--- src/rtl/prbs_sync_monitor_pkg.sv ---
// Shared definitions for the PRBS sync monitor and the PRBS transceiver block:
// the acquisition state encoding and the LFSR length of x^25+x^22+1.
package prbs_sync_monitor_pkg;

    // Length of the PRBS LFSR; LOAD must shift in this many received bits.
    localparam int LFSR_LEN = 25;

    // Acquisition states. The encoding is also the STATE_o output value.
    typedef enum logic [1:0] {
        ST_LOAD = 2'd0,
        ST_HUNT = 2'd1,
        ST_LOCK = 2'd2
    } state_t;

    // Bits needed for a counter that must hold values 0..max_val (at least 1 bit).
    function automatic int cnt_width(input int max_val);
        int w;
        if (max_val < 1) begin
            w = 1;
        end else begin
            w = $clog2(max_val + 1);
        end
        return w;
    endfunction

endpackage

--- src/rtl/prbs_err_window.sv ---
// Windowed bit-error counter used while the monitor is locked.
// Counts enabled samples and error strobes; at the end of every C_WIN_LEN-sample
// window it publishes the error count, pulses win_vld and restarts.
// win_end/win_bad are combinational so the parent FSM can act on the same edge.
module prbs_err_window
    import prbs_sync_monitor_pkg::*;
#(
    parameter int C_WIN_LEN = 1024,
    parameter int C_ERR_TH  = 16
) (
    input  logic                        clk,
    input  logic                        srst,
    input  logic                        en,
    input  logic                        clr,
    input  logic                        err,
    output logic                        win_end,
    output logic                        win_bad,
    output logic [$clog2(C_WIN_LEN):0]  err_cnt,
    output logic                        win_vld
);

    localparam int WIN_W = $clog2(C_WIN_LEN);
    localparam int ERR_W = $clog2(C_WIN_LEN) + 1;
    localparam logic [WIN_W-1:0] WIN_LAST = WIN_W'(C_WIN_LEN - 1);

    logic [WIN_W-1:0] win_cnt_reg, win_cnt_next;
    logic [ERR_W-1:0] err_acc_reg, err_acc_next;
    logic [ERR_W-1:0] err_cnt_reg, err_cnt_next;
    logic             win_vld_reg, win_vld_next;
    logic [ERR_W-1:0] err_sum;

    // Errors of the current window including the sample being presented now.
    assign err_sum = err_acc_reg + ERR_W'(err);

    // The sample being presented completes the window.
    assign win_end = en && (win_cnt_reg == WIN_LAST);

    // The window ending now exceeds the error threshold.
    assign win_bad = (32'(err_sum) > 32'(C_ERR_TH));

    // Window bookkeeping: count samples and errors, publish at window end.
    always_comb begin
        win_cnt_next = win_cnt_reg;
        err_acc_next = err_acc_reg;
        err_cnt_next = err_cnt_reg;
        win_vld_next = 1'b0;
        if (clr) begin
            // Fresh window on lock entry; the last published count is kept.
            win_cnt_next = '0;
            err_acc_next = '0;
        end else if (en) begin
            if (win_cnt_reg == WIN_LAST) begin
                err_cnt_next = err_sum;
                win_vld_next = 1'b1;
                win_cnt_next = '0;
                err_acc_next = '0;
            end else begin
                win_cnt_next = win_cnt_reg + WIN_W'(1);
                err_acc_next = err_sum;
            end
        end
    end

    // Window state registers.
    always_ff @(posedge clk) begin
        if (srst) begin
            win_cnt_reg <= '0;
            err_acc_reg <= '0;
            err_cnt_reg <= '0;
            win_vld_reg <= 1'b0;
        end else begin
            win_cnt_reg <= win_cnt_next;
            err_acc_reg <= err_acc_next;
            err_cnt_reg <= err_cnt_next;
            win_vld_reg <= win_vld_next;
        end
    end

    assign err_cnt = err_cnt_reg;
    assign win_vld = win_vld_reg;

endmodule

--- src/rtl/prbs_sync_monitor.sv ---
// PRBS acquisition sequencer and bit-error monitor.
// LOAD shifts received bits into the RX LFSR, HUNT waits for a clean run of
// matches, LOCK measures windowed errors and drops back to LOAD after too many
// consecutive bad windows. All counting happens only on CK_EE_i samples.
module prbs_sync_monitor
    import prbs_sync_monitor_pkg::*;
#(
    parameter int C_LOAD_LEN = LFSR_LEN,
    parameter int C_SETTLE   = 2,
    parameter int C_RUN_LEN  = 64,
    parameter int C_WIN_LEN  = 1024,
    parameter int C_ERR_TH   = 16,
    parameter int C_BAD_WIN  = 2
) (
    input  logic                        CK_i,
    input  logic                        RST_i,
    input  logic                        CK_EE_i,
    input  logic                        CMP_i,
    input  logic                        RESTART_i,
    output logic                        RX_MODE_o,
    output logic                        LOCK_o,
    output logic [1:0]                  STATE_o,
    output logic                        WIN_VLD_o,
    output logic [$clog2(C_WIN_LEN):0]  ERR_CNT_o,
    output logic [31:0]                 TOTAL_ERR_o,
    output logic                        LOST_o
);

    localparam int LOAD_W   = cnt_width(C_LOAD_LEN - 1);
    localparam int SETTLE_W = cnt_width(C_SETTLE);
    localparam int RUN_W    = cnt_width(C_RUN_LEN - 1);
    localparam int BAD_W    = cnt_width(C_BAD_WIN - 1);

    localparam logic [LOAD_W-1:0]   LOAD_LAST  = LOAD_W'(C_LOAD_LEN - 1);
    localparam logic [RUN_W-1:0]    RUN_LAST   = RUN_W'(C_RUN_LEN - 1);
    localparam logic [BAD_W-1:0]    BAD_LAST   = BAD_W'(C_BAD_WIN - 1);
    localparam logic [SETTLE_W-1:0] SETTLE_VAL = SETTLE_W'(C_SETTLE);
    localparam logic [31:0]         TOTAL_MAX  = 32'hFFFF_FFFF;

    state_t              state_reg, state_next;
    logic [LOAD_W-1:0]   load_cnt_reg, load_cnt_next;
    logic [SETTLE_W-1:0] settle_reg, settle_next;
    logic [RUN_W-1:0]    run_reg, run_next;
    logic [BAD_W-1:0]    bad_reg, bad_next;
    logic [31:0]         total_reg, total_next;
    logic                lost_reg, lost_next;

    logic                win_en;
    logic                win_clr;
    logic                err_strobe;
    logic                win_end;
    logic                win_bad;

    // Every enabled sample in LOCK belongs to the current window; a mismatch is an error.
    assign win_en     = CK_EE_i && (state_reg == ST_LOCK);
    assign err_strobe = ~CMP_i;
    // The window restarts from zero on every entry to LOCK.
    assign win_clr    = (state_reg != ST_LOCK) && (state_next == ST_LOCK);

    prbs_err_window #(
        .C_WIN_LEN (C_WIN_LEN),
        .C_ERR_TH  (C_ERR_TH)
    ) u_err_window (
        .clk     (CK_i),
        .srst    (RST_i),
        .en      (win_en),
        .clr     (win_clr),
        .err     (err_strobe),
        .win_end (win_end),
        .win_bad (win_bad),
        .err_cnt (ERR_CNT_o),
        .win_vld (WIN_VLD_o)
    );

    // Next-state logic: acquisition sequencing, settle blanking and bad-window tracking.
    always_comb begin
        state_next    = state_reg;
        load_cnt_next = load_cnt_reg;
        run_next      = run_reg;
        bad_next      = bad_reg;
        lost_next     = 1'b0;
        // Settle drains on enabled samples regardless of state; it only gates CMP use.
        settle_next   = settle_reg;
        if (CK_EE_i && (settle_reg != '0)) begin
            settle_next = settle_reg - SETTLE_W'(1);
        end

        case (state_reg)
            ST_LOAD: begin
                // Received bits are being shifted into the LFSR; CMP is meaningless here.
                if (CK_EE_i) begin
                    if (load_cnt_reg == LOAD_LAST) begin
                        state_next    = ST_HUNT;
                        load_cnt_next = '0;
                    end else begin
                        load_cnt_next = load_cnt_reg + LOAD_W'(1);
                    end
                end
            end
            ST_HUNT: begin
                // Samples still inside the pipeline after the mode change are skipped.
                if (CK_EE_i && (settle_reg == '0)) begin
                    if (!CMP_i) begin
                        state_next = ST_LOAD;
                        run_next   = '0;
                    end else if (run_reg == RUN_LAST) begin
                        state_next = ST_LOCK;
                        run_next   = '0;
                        bad_next   = '0;
                    end else begin
                        run_next = run_reg + RUN_W'(1);
                    end
                end
            end
            ST_LOCK: begin
                if (win_end) begin
                    if (win_bad) begin
                        if (bad_reg == BAD_LAST) begin
                            state_next = ST_LOAD;
                            lost_next  = 1'b1;
                            bad_next   = '0;
                        end else begin
                            bad_next = bad_reg + BAD_W'(1);
                        end
                    end else begin
                        bad_next = '0;
                    end
                end
            end
            default: begin
                state_next = ST_LOAD;
            end
        endcase

        // Re-acquire overrides any other decision and is not reported as a loss.
        if (RESTART_i) begin
            state_next    = ST_LOAD;
            lost_next     = 1'b0;
            load_cnt_next = '0;
            run_next      = '0;
            bad_next      = '0;
        end

        // RX_MODE_o follows LOAD membership; blank CMP whenever it toggles.
        if ((state_reg == ST_LOAD) != (state_next == ST_LOAD)) begin
            settle_next = SETTLE_VAL;
        end
    end

    // Cumulative error total: every LOCK mismatch, saturating at all-ones.
    always_comb begin
        total_next = total_reg;
        if (win_en && !CMP_i && (total_reg != TOTAL_MAX)) begin
            total_next = total_reg + 32'd1;
        end
    end

    // State and counter registers.
    always_ff @(posedge CK_i) begin
        if (RST_i) begin
            state_reg    <= ST_LOAD;
            load_cnt_reg <= '0;
            settle_reg   <= '0;
            run_reg      <= '0;
            bad_reg      <= '0;
            total_reg    <= '0;
            lost_reg     <= 1'b0;
        end else begin
            state_reg    <= state_next;
            load_cnt_reg <= load_cnt_next;
            settle_reg   <= settle_next;
            run_reg      <= run_next;
            bad_reg      <= bad_next;
            total_reg    <= total_next;
            lost_reg     <= lost_next;
        end
    end

    assign RX_MODE_o   = (state_reg == ST_LOAD);
    assign LOCK_o      = (state_reg == ST_LOCK);
    assign STATE_o     = state_reg;
    assign TOTAL_ERR_o = total_reg;
    assign LOST_o      = lost_reg;

endmodule

--- config.mk ---
export PLATFORM = sky130hd
export DESIGN_NAME = prbs_sync_monitor
export DESIGN_NICKNAME = d
export VERILOG_FILES = /design/src/rtl/prbs_sync_monitor_pkg.sv /design/src/rtl/prbs_err_window.sv /design/src/rtl/prbs_sync_monitor.sv
export SDC_FILE = /design/constraint.sdc
export NUM_CORES = 1
export LEC_CHECK = 0
export BUFFER_PORTS_ARGS = -buffer_cell sky130_fd_sc_hd__buf_2
export CELL_PAD_IN_SITES_DETAIL_PLACEMENT = 1
export CELL_PAD_IN_SITES_GLOBAL_PLACEMENT = 2
export CORE_ASPECT_RATIO = 1.1
export CORE_MARGIN = 2
export CORE_UTILIZATION = 36
export CTS_BUF_LIST = sky130_fd_sc_hd__clkbuf_4
export CTS_CLUSTER_SIZE = 14
export DETAILED_ROUTE_END_ITERATION = 8
export PLACE_DENSITY_LB_ADDON = 0.08
export RECOVER_POWER = 25
export REMOVE_ABC_BUFFERS = 1
export SLEW_MARGIN = 20
export SYNTH_ARGS = -nofsm -noshare
export SYNTH_HDL_FRONTEND = slang
export SYNTH_SLANG_ARGS = --single-unit
--- constraint.sdc ---
create_clock -name CK_i -period 3.09 [get_ports CK_i]
set_clock_uncertainty 0.2 [all_clocks]
set_input_delay 0.1545 -clock CK_i [delete_from_list [all_inputs] [get_ports CK_i]]
set_output_delay 0.1545 -clock CK_i [all_outputs]
set_load 0.05 [all_outputs]
==> flow_summary.rst <==
.. list-table::
   :header-rows: 1

   * - Metric
     - Value
   * - Worst slew pin tran
     - 0.729 ns
   * - Total number of vias
     - about 3,600
   * - Final antenna-violating net count
     - 0
   * - Post-layout net count
     - 552
   * - Total wire length
     - roughly 11 mm
   * - Max FO, Critical Path
     - 7
   * - All-Layer GR Usage
     - 18.6%
   * - Combinational family with the most area after synthesis
     - simple AND/OR/NAND/NOR gates
   * - Flip-flop and latch count after synthesis
     - between 80 and 90
   * - Vias in the first global route
     - 3,617
   * - Remaining max-slew budget at the tightest pin
     - between 50% and 60%
   * - Crit Path Class
     - in -> reg
   * - Top post-synthesis cells by count
     - 85 x nor2_1, 82 x dfxtp_1, 35 x nand2_1
   * - CTS tree
     - yes
   * - Share of async-settable or async-resettable flops after synthesis
     - 0%
   * - Cell with the most instances on the worst path
     - ha_1
   * - Power Dens Cells
     - about 370 mW/mm2
   * - 1st-pass router iterations
     - 4
   * - Clk sink count
     - a little over 80
   * - CP max stage cell
     - dlygate4sd3_1
   * - Largest area contributor in the synthesized netlist
     - dfxtp_1
   * - Area of the multi-input gates
     - around 0.0023 mm2
   * - Final cell count without fillers
     - between 600 and 700
   * - Reported leakage power
     - 1.58 nW
   * - Starting Density
     - 37.0%
   * - Cells taking the most area after synthesis
     - dfxtp_1 41%, nor2_1 7.9%, xor2_1 6.3%
   * - Post-CTS Setup Inserts
     - 0
   * - Outcome
     - completed
   * - Fraction of the core area covered by cells at the end of the flow
     - 41.9%
   * - Iteration-0 DRC count of the detailed router
     - 109
   * - Most used flip-flop cell after synthesis
     - dfxtp_1
   * - Highest achievable clock rate
     - 0.365 GHz
   * - DIE AREA
     - approximately 0.012 mm2
   * - Final Wtd Congestion
     - approximately 0.8
   * - Share of synthesized area spent on multiplexers
     - less than 1%
   * - Clk_lat worst skew
     - 0.44 ns
   * - Sum of overflow across all layers after global routing
     - 0
   * - Number of instances in the synthesized netlist
     - 481
   * - Area post-placement
     - 0.00447 mm2
   * - Smallest setup slack after layout
     - 0.347 ns
   * - Final setup violation count
     - 0
   * - Row count
     - 40
   * - Element type at the critical path start
     - input pin
   * - Sequential cell area fraction in the yosys report
     - 40.7%
   * - Instance count after placement with tap cells included
     - about 670
   * - Placeable core region
     - roughly 0.011 mm2
   * - Layout filler cell count
     - 1,396
   * - Hold Path Depth
     - 2
   * - Hold Path Class
     - reg -> reg
   * - Depth of the CTS H-tree
     - 3
   * - Antenna violations before repair
     - 0
   * - Average size of a mapped cell
     - 8.39 um2
   * - Arrival time at the worst endpoint
     - between 2 and 3 ns
   * - Boundary pin count
     - 54
   * - Sequential cell area
     - 0.00164 mm2
   * - Per-cell via count in the routed design
     - 5.21
   * - Destination of the worst hold path
     - run_reg[1]$_SDFFE_PP0P_
   * - Die X
     - 105 um
   * - DR DRC count
     - 0
   * - Cell count of the worst reg-to-reg path
     - 8
   * - Cell Area, Synth
     - 0.00404 mm2
   * - Number of hold violations in the final report
     - 0
   * - Number of port buffers
     - 53
   * - Max reg flops
     - 32
   * - Most frequent cell after synthesis
     - nor2_1
   * - Diodes inserted
     - 0
   * - Largest voltage drop on the vdd net
     - roughly 0.18 mV
   * - Synth unique cells
     - 48
   * - Critical Path Max Stage Delay
     - 0.54 ns
   * - Slack of the worst reg-to-reg path
     - 0.55 ns
   * - Max Transition Viols Final
     - 0
   * - Final cell area excluding filler cells
     - around 0.0046 mm2
   * - RSZ-0062 raised after global routing
     - false
   * - Pre-CTS setup slack
     - 0.483 ns
   * - Max cap viols
     - 0
   * - Share of Yosys cell area claimed by the top area cell type
     - around two fifths
   * - Simple-Gate Fraction of Synth Area
     - approximately a third
   * - Compound-Gate Fraction of Synth Area
     - a little over a tenth
   * - Fraction of layout cells with a size suffix above 1
     - 10.3%
   * - CTS root buffer
     - clkbuf_4
   * - Clock transition at the registers of the reported paths
     - approximately 0.14 ns
   * - Routed length per placed instance
     - 15.7 um
   * - HPWL Detailed
     - slightly below 8 mm
   * - Area growth syn-to-layout
     - 13.4%
   * - Worst endpoint required time
     - 3.22 ns
   * - Post-route clock period utilization
     - between 80% and 90%
   * - Cells traversed along the worst timing path
     - dlygate4sd3_1 -> buf_2 -> inv_1 -> ha_1 -> ha_1 -> and2_1 -> nand4_1 -> xnor2_1 -> o41a_1 -> o21ai_0 -> o31ai_1
   * - Hold path start
     - run_reg[1]$_SDFFE_PP0P_
   * - Count of flip-flops with a built-in enable after synthesis
     - 0
   * - End of the worst register-to-register path
     - settle_reg[0]$_SDFFE_PP0P_
   * - Adder-cell share of the synthesized area
     - under 10%
   * - Worst flop-to-flop path startpoint
     - u_err_window.err_acc_reg[0]$_SDFFE_PP0P_
   * - Period minus WS final
     - 2.74 ns
   * - Maximum clock insertion buffer count
     - 2
   * - CTS Buf Count
     - 9
   * - First-pass GRT wire length
     - ~18 mm
   * - Maximum number of pins on one net before global-route repair
     - 42
   * - Kind of end point of the critical path
     - flip-flop
   * - Synth Area in XOR/XNOR
     - 10.4%
   * - Die outline height
     - 115 um
   * - Syn. warnings
     - 0
==> through the flow <==
stage | hold WS [ns] | power, mW | setup TNS [ns]
2_1_floorplan | 0.0236 | 1.12 | -2.37
3_3_place_gp | 0.263 | 1.15 | 0
3_5_place_dp | 0.281 | 1.15 | 0
4_1_cts | 0.300 | 1.71 | 0
5_1_grt | 0.337 | 1.77 | 0
6_report | 0.295 | 1.68 | 0
==> cell type report <==
type | instances | share of cell area (%)
clock buffer | 9 | 1.48
clock inverter | 7 | 0.793
inverter | 11 | 0.902
multi-input combinational | 369 | 49.7
sequential | 82 | 35.9
tap | 147 | 4.02
timing repair buffer | 66 | 7.27
==> logic make-up (layout without fill, tap and decap cells) <==
kind of cell               after synthesis  after routing
muxes                                    4              4
AOI/OAI and AO/OA                       65             65
xor gates and xnor gates                48             48
buffers and inverters                   30             93
DFF                                     82             82
and+or+nand+nor                        244            244
adders and majority gates                8              8
==> worst max-delay path, delay by kind of cell <==
kind / cells / cell delay [ns]
AO/OA/AOI/OAI: 3 / 0.79
XOR/XNOR: 1 / 0.20
adder cells (fa/ha/maj): 2 / 0.54
buffers and inverters: 3 / 0.83
AND/OR/NAND/NOR: 2 / 0.34
==> metal layers <==
metal	GRT usage [%]	routed length, um	up-vias
met5	0	0	-
met4	5.87	145	0
met3	4.08	343	11
met2	32.0	5310	43
met1	23.5	5020	1740
li1	-	-	1803
==> placed cells by master (no fill, tap or decap), types with 6 or more instances in the layout <==
cell type / Yosys / final
clkbuf_1: 10 / 32
inv_1: 11 / 11
a211oi_1: 8 / 8
nor2_1: 85 / 85
buf_4: 0 / 9
nand2_1: 35 / 35
dfxtp_1: 82 / 82
nor3_1: 14 / 14
nand3_1: 24 / 24
clkbuf_4: 0 / 9
buf_2: 8 / 21
nor2b_1: 6 / 6
o21ai_0: 18 / 18
or3_1: 6 / 6
and2_1: 7 / 7
and3_1: 12 / 12
nand4_1: 23 / 23
ha_1: 8 / 8
xnor2_1: 19 / 19
a21oi_1: 19 / 19
xor2_1: 29 / 29
==> what timing repair did <==
action,CTS,global route
hold buffers,4,0
endpoints found under the hold margin,15,0
resized for setup,0,0
==> worst max path at each step <==
stage	depth (start not counted)	endpoint	from	slack, ns
after global routing	11	settle_reg[0]$_SDFFE_PP0P_	CMP_i	0.28
after CTS	11	settle_reg[0]$_SDFFE_PP0P_	CMP_i	0.40
after detailed placement	10	settle_reg[0]$_SDFFE_PP0P_	CMP_i	0.48
after global placement	10	settle_reg[0]$_SDFFE_PP0P_	CMP_i	0.61
final	11	settle_reg[0]$_SDFFE_PP0P_	CMP_i	0.35
after floorplan	6	STATE_o[1]$_SDFF_PP0_	STATE_o[1]$_SDFF_PP0_	-0.35
==> where the power goes <==
| part | total [mW] | leakage (nW) | switching [mW] | internal, mW |
|---|---|---|---|---|
| combinational | 0.0696 | 0.860 | 0.0457 | 0.0239 |
| clock | 0.542 | 0.0627 | 0.386 | 0.156 |
| sequential | 1.06 | 0.660 | 0.00292 | 1.06 |
| total | 1.68 | 1.58 | 0.435 | 1.24 |
(Power assumes the default switching activity.)
